$ cat config.mk
export PLATFORM = sky130hd
export DESIGN_NAME = mem_arbiter
export DESIGN_NICKNAME = d
export VERILOG_FILES = /design/src/rtl/cpu_types_pkg.sv /design/src/rtl/arb_prio.sv /design/src/rtl/mem_arbiter.sv
export SDC_FILE = /design/constraint.sdc
export NUM_CORES = 1
export LEC_CHECK = 0
export CELL_PAD_IN_SITES_DETAIL_PLACEMENT = 2
export CELL_PAD_IN_SITES_GLOBAL_PLACEMENT = 2
export CORE_MARGIN = 5
export CORE_UTILIZATION = 10
export DETAILED_ROUTE_END_ITERATION = 16
export PLACE_DENSITY_LB_ADDON = 0.1
export SLEW_MARGIN = 30
export SYNTH_ARGS = -nofsm -noshare
export SYNTH_HDL_FRONTEND = slang
export SYNTH_SLANG_ARGS = --single-unit
$ cat constraint.sdc
create_clock -name CLK -period 1.64 [get_ports CLK]
set_input_delay 0.328 -clock CLK [delete_from_list [all_inputs] [get_ports CLK]]
set_output_delay 0.328 -clock CLK [all_outputs]
set_load 0.02 [all_outputs]
$ cat src/rtl/cpu_types_pkg.sv
// Shared memory-side types: RAM status codes, data word, and arbiter grant states.
package cpu_types_pkg;

  typedef logic [31:0] word_t;

  typedef enum logic [1:0] {
    FREE   = 2'd0,
    BUSY   = 2'd1,
    ACCESS = 2'd2,
    ERROR  = 2'd3
  } ramstate_t;

  typedef enum logic [1:0] {
    IDLE = 2'd0,
    DACC = 2'd1,
    IACC = 2'd2
  } arb_state_t;

endpackage

$ cat src/rtl/arb_prio.sv
// Next-grant choice for the IDLE state plus the dcache-over-icache starvation counter.
// Grant is combinational; the counter updates on completions and idle cycles.
module arb_prio
  import cpu_types_pkg::*;
#(
  parameter int STARVE_LIM = 4,
  parameter int CNT_W      = 3
) (
  input  logic       CLK,
  input  logic       nRST,
  input  logic       idle,
  input  logic       dreq,
  input  logic       iREN,
  input  logic       d_done,
  input  logic       i_done,
  output arb_state_t grant
);

  logic [CNT_W-1:0] starve_cnt;
  logic             forced;

  assign forced = iREN && (starve_cnt >= CNT_W'(STARVE_LIM));

  always_comb begin
    grant = IDLE;
    if (dreq && !forced)
      grant = DACC;
    else if (iREN)
      grant = IACC;
  end

  always_ff @(posedge CLK or negedge nRST) begin
    if (!nRST)
      starve_cnt <= '0;
    else if (i_done || (idle && !iREN))
      starve_cnt <= '0;
    else if (d_done && iREN && (starve_cnt < CNT_W'(STARVE_LIM)))
      starve_cnt <= starve_cnt + CNT_W'(1);
  end

endmodule

$ cat src/rtl/mem_arbiter.sv
// Arbitrates dcache and icache onto one RAM port; min 2 cycles request->completion, every completion returns via IDLE.
// Requesters stall on dwait/iwait until ramstate reports ACCESS; ERROR is retried, dropping the request aborts.
module mem_arbiter
  import cpu_types_pkg::*;
#(
  parameter int STARVE_LIM = 4,
  parameter int CNT_W      = 3
) (
  input  logic      CLK,
  input  logic      nRST,
  input  logic      dREN,
  input  logic      dWEN,
  input  word_t     daddr,
  input  word_t     dstore,
  output logic      dwait,
  output word_t     dload,
  input  logic      iREN,
  input  word_t     iaddr,
  output logic      iwait,
  output word_t     iload,
  output logic      ramREN,
  output logic      ramWEN,
  output word_t     ramaddr,
  output word_t     ramstore,
  input  word_t     ramload,
  input  ramstate_t ramstate
);

  arb_state_t state, next_state, grant;
  logic       dreq, d_done, i_done;

  assign dreq   = dREN | dWEN;
  assign d_done = (state == DACC) && dreq && (ramstate == ACCESS);
  assign i_done = (state == IACC) && iREN && (ramstate == ACCESS);

  arb_prio #(
    .STARVE_LIM(STARVE_LIM),
    .CNT_W     (CNT_W)
  ) u_prio (
    .CLK   (CLK),
    .nRST  (nRST),
    .idle  (state == IDLE),
    .dreq  (dreq),
    .iREN  (iREN),
    .d_done(d_done),
    .i_done(i_done),
    .grant (grant)
  );

  always_ff @(posedge CLK or negedge nRST) begin
    if (!nRST)
      state <= IDLE;
    else
      state <= next_state;
  end

  always_comb begin
    next_state = state;
    dwait      = 1'b1;
    iwait      = 1'b1;
    dload      = '0;
    iload      = '0;
    ramREN     = 1'b0;
    ramWEN     = 1'b0;
    ramaddr    = '0;
    ramstore   = '0;
    case (state)
      IDLE: next_state = grant;
      DACC: begin
        if (!dreq) begin
          next_state = IDLE;
        end else begin
          ramaddr = daddr;
          // A simultaneous read+write request is served as the write.
          if (dWEN) begin
            ramWEN   = 1'b1;
            ramstore = dstore;
          end else begin
            ramREN = 1'b1;
          end
          if (ramstate == ACCESS) begin
            dwait      = 1'b0;
            dload      = ramload;
            next_state = IDLE;
          end
        end
      end
      IACC: begin
        if (!iREN) begin
          next_state = IDLE;
        end else begin
          ramREN  = 1'b1;
          ramaddr = iaddr;
          if (ramstate == ACCESS) begin
            iwait      = 1'b0;
            iload      = ramload;
            next_state = IDLE;
          end
        end
      end
      default: next_state = IDLE;
    endcase
  end

endmodule

**Yosys cells after proc, flatten, opt, wreduce, memory -nomap -nowiden**

Index checks and enable logic that the tools add are counted.

- $add $sub $neg: 1
- Order comparisons: 2
- Reductions and logical operators: 14
- Equality and inequality tests: 3
- Mux-type cells: 31
- Bitwise logic cells: 1

Operators by type and width:

| operator | number |
|---|---|
| 32-bit 2-to-1 mux | 10 |
| 32-bit case mux with 2 select lines | 1 |
| 1-bit 2-to-1 mux | 11 |
| 2-bit 2-to-1 mux | 5 |
| 1-bit logical AND | 9 |
| 3-bit 2-to-1 mux | 2 |
| 2-bit case mux with 3 select lines | 1 |
| 2-bit == test, second input constant | 2 |
| 3-bit by 1-bit adder with 3-bit output, second input constant | 1 |
| 3-bit greater-or-equal comparator, second input constant | 1 |
| 3-bit less-than comparator, second input constant | 1 |
| 2-bit by 1-bit == test with 1-bit output, second input constant | 1 |
| 1-bit zero test | 2 |
| 2-bit zero test | 1 |
| 1-bit case mux with 2 select lines | 1 |
| 2-bit nonzero test | 1 |
| 1-bit logical OR | 1 |
| 1-bit OR | 1 |

- Word-level logic and storage cells: 54
- Flip-flop bits (word level): 5
- Output and inout bits: 132
- Input bits: 135

**Logic depth before layout (Yosys ltp)**

- Word-level depth: 7
- Gate-level depth with buffers: 7
- Mapped depth without buffers: 5

**Hierarchy**

Synthesis repeated with hierarchy kept, for this count alone.

- Cells, all modules: 237
- Area total of the unflattened synthesis: 1647.8 um^2

Modules (own cells, without submodules):

| module | instances | cells an instance | area an instance (um^2) | seq. area each (um^2) |
|---|---|---|---|---|
| mem_arbiter | 1 | 217 | 1458.9 | 50.0 |
| arb_prio | 1 | 20 | 188.9 | 75.1 |

**Worst setup path before layout**

No wires, ideal clock.

- Path type: reg-to-output
- Start: register state[1]
- End: output ramaddr[10]
- Stages on the path, launching flop included: 8
- Data arrival time: 1520 ps
- Path slack: -208 ps
- Required time: 1312 ps
- Buffers on the path: 2
- Cells stage by stage: dfrtp_1 -> inv_1 -> ha_1 -> o21a_1 -> buf_6 -> buf_6 -> a22oi_1 -> nor2b_1

- Word-level cells in the longest chain between the ends: 2
- Elaborated cells on any way between the ends: 3
- Classes of those cells: eq/ne: 2; mux: 1

Ends and longest elaborated chain:

| item | line | text |
|---|---|---|
| from (decl) | mem_arbiter.sv:29 | `arb_state_t state, next_state, grant;` |
| from (signal assigned) | mem_arbiter.sv:54 | `state <= next_state;` |
| 2-bit == test / 2-bit by 1-bit == test with 1-bit output (equally long branches) | mem_arbiter.sv:67 | `case (state)` |
| 32-bit case mux with 2 select lines (*) | mem_arbiter.sv:67 |  |
| to (decl) | mem_arbiter.sv:23 | `output word_t ramaddr,` |

Every way passes the cells marked *; elsewhere a longest branch is shown, timed or not.

**Worst setup path in the final report**

- Start: input dREN
- End: output ramaddr[2]

- Word-level cells in the longest chain between the ends: 3

Ends and longest elaborated chain:

| item | line | text |
|---|---|---|
| from (decl) | mem_arbiter.sv:11 | `input logic dREN,` |
| 1-bit OR | mem_arbiter.sv:32 | `assign dreq = dREN \| dWEN;` |
| 32-bit 2-to-1 mux | mem_arbiter.sv:70 | `if (!dreq) begin` |
| 32-bit case mux with 2 select lines | mem_arbiter.sv:67 |  |

No other way between the ends.

==> metrics.txt <==
outcome=finished with violations; failing checks=negative setup slack; VDD IR max=0.567 mV; Worst Skew=1.32 ps; Worst Hold Class=input port to async pin; CTS tree=done; fraction of registers with async set/reset=100%; Max-Cap Viols=0; Yosys Warn Count=0; Logic pwr share=90.3%; die height=137 µm; number of flops mapped to enable cells by yosys=0; TritonCTS buffer count=3; DP Wirelength=10.8 mm; placed inst area=5030 µm²; largest area contributor in the netlist=and3_1; RSZ-0062 raised after global routing=yes; fin crit share=125%; sequential share of power=2.8%; cts hold-fix bufs=0; Worst EP arrival=1720 ps; most instantiated cells after synthesis=and3_1 (96), a22oi_1 (32), nor2b_1 (32); clock power share=6.9%; maximum clock rate=488 MHz; fin nets=between 600 and 700; Detailed Route WL=approximately 15 mm; crit-path max FO=5; R2R setup slack=-120 ps; Worst-path clk slew=30 ps; starting density of the core=10.2%; final setup fails=136; Core Area=15800 µm²; synth unique cells=28; Least-Margin Pin Slew=between 200 and 300 ps; router iterations before antenna repair=4; Sw Ratio=approximately two fifths; die width=137 µm; drc violations=0; R2R cell count=9; Hold Violations, Final=0; placer congestion estimate=between 0.7 and 0.8; top cell type's share of synthesized area=37.4%; vias in the first global route=3521; initial DRC count=52; Final ANT Viol Nets=0; number of antenna violations at the first check in global routing=0; clock latency on the worst-skew pair=230 ps; Die ar.=18700 µm²; clock root buffer=clkbuf_16; Synthesized Nets=374; I/O pin cnt=267; GR peak layer=met2; GRT overflow=0; register area share after synthesis=7.78%; crit start category=input port; Final Max Slew Viols=0; CP required=1310 ps; H-tree depth=1; min Tclk post-route=2050 ps; clk buf depth=2; first-pass GRT wire length=20.9 mm; Post-Synthesis Cells=234; worst setup margin=-407 ps; number of I/O port buffers=266; NetSw=2310 µW; end of the worst register-to-register path=u_prio.starve_cnt[0]$_DFFE_PN0P_; Power Total=5870 µW; internal power=roughly 3600 µW; slew margin rel.=81.6%; TritonCTS sink count=5; layout cells sized above 1=between 60% and 70%; RR Startpoint=state[1]$_DFF_PN0_; Synth Area per Inst=6.87 µm²; drt wl/cell=19.6 µm; P&R area growth vs syn=277%; CP Capture Type=output port; #FFs+latches synth=5; Setup crit start=dREN; via count=around 3100; global-route usage over all layers=14.3%; vias per cell=between 4 and 5; std cell rows=46; Synth Cell Area=1610 µm²; Static Leakage=0.00260 µW; CP Capture Point=ramaddr[2]; most numerous cell in the Yosys netlist=and3_1; M1 GR Usage=between 10% and 20%; met3 Use GR=5.63%; met2 usage=26.0%; Setup Crit Path Kind=input port to output port; pin count of the biggest net entering global routing=42; Main synth FF type=dfrtp_1; post-route cell area=approximately 6100 µm²; pwr/cell area=969 nW/µm²; ranking of synthesized cells by area=and3_1 (37%), a22oi_1 (15%), nor2b_1 (12%), dfrtp_1 (7.8%), ha_1 (3.9%)
cells in the final DEF (no fill, tap or decap), drive strengths merged, types with 2 or more instances in the layout:
cell type        n
o21ai            3
diode            2
clkdlybuf4s50  133
and2             2
ha               5
and3            96
clkbuf           7
nand2            3
or3              2
buf            170
inv              5
a32o             2
a22oi           32
nor2             3
dfrtp            5
nor2b           33
clkdlybuf4s15   14
nand2b           2
a21oi            2
what timing repair did:
action | 4_1_cts | 5_1_grt
pin swaps | 15 | 11
gates cloned | 8 | 3
endpoints found under the hold margin | 0 | 0
resized for setup | 743 | 88
buffers inserted | 14 | 5
endpoints found under the setup margin | 136 | 136
through the flow:
stage	hold slack, ps	TNS, ps	std cells	util (%)	setup slack [ps]
after global routing	360	-56560	744	38.2	-498
final	345	-45840	746	38.3	-407
after CTS	353	-43200	737	36.1	-448
after floorplan	32.4	-1800	234	-	-58.1
after detailed placement	565	-103860	711	31.8	-920
after global placement	535	-101520	711	31.8	-867
area by class of cell:
cell class                 instances  area [µm²]
antenna                            2        5.00
clock buffer                       4        78.8
fill                            1685        9770
inverter                           5        18.8
multi-input combinational        193        1990
sequential                         5         125
tap                              216         270
timing repair buffer             321        3570
worst max-delay path, cell delays in order:
cell	delay, ps
clkdlybuf4s50_1	460
o21a_4	280
buf_8	160
buf_16	140
a22oi_2	170
nor2b_4	60
buf_6	130
sequential cells by signal (all words and copies together), names as in the netlist:
| name | cells |
|---|---|
| u_prio.starve_cnt | 3 |
| state | 2 |
layer usage:
metal,wire [µm],up-vias
li1,-,1457
met1,5510,1486
met2,7460,180
met3,1520,10
met4,153,0
met5,0,-
how the worst min path moves through the flow:
| stage | slack [ps] | depth (start not counted) | end |
|---|---|---|---|
| floorplan | 30 | 0 | state[0]$_DFF_PN0_ |
| global placement | 530 | 2 | u_prio.starve_cnt[1]$_DFFE_PN0P_ |
| detailed placement | 570 | 1 | state[1]$_DFF_PN0_ |
| CTS | 350 | 1 | u_prio.starve_cnt[0]$_DFFE_PN0P_ |
| global route | 360 | 1 | u_prio.starve_cnt[0]$_DFFE_PN0P_ |
| finish | 350 | 1 | u_prio.starve_cnt[0]$_DFFE_PN0P_ |
power groups by stage:
stage	Clock [µW]	Combinational [µW]	Sequential [µW]
after floorplan	0	1970	174
after global routing	419	5620	172
after detailed placement	0	3560	165
after CTS	412	5050	166
final	402	5300	166
after global placement	0	3530	163
cells by family after synthesis:
| group | count (synthesis) | share of synthesized area (%) |
|---|---|---|
| DFF | 5 | 7.78 |
| AOI/OAI and AO/OA | 44 | 20.8 |
| buffers and inverters | 36 | 11.9 |
| and+or+nand+nor | 144 | 55.6 |
| adders and majority gates | 5 | 3.89 |
Note: power is estimated with default switching activity, not from simulation.
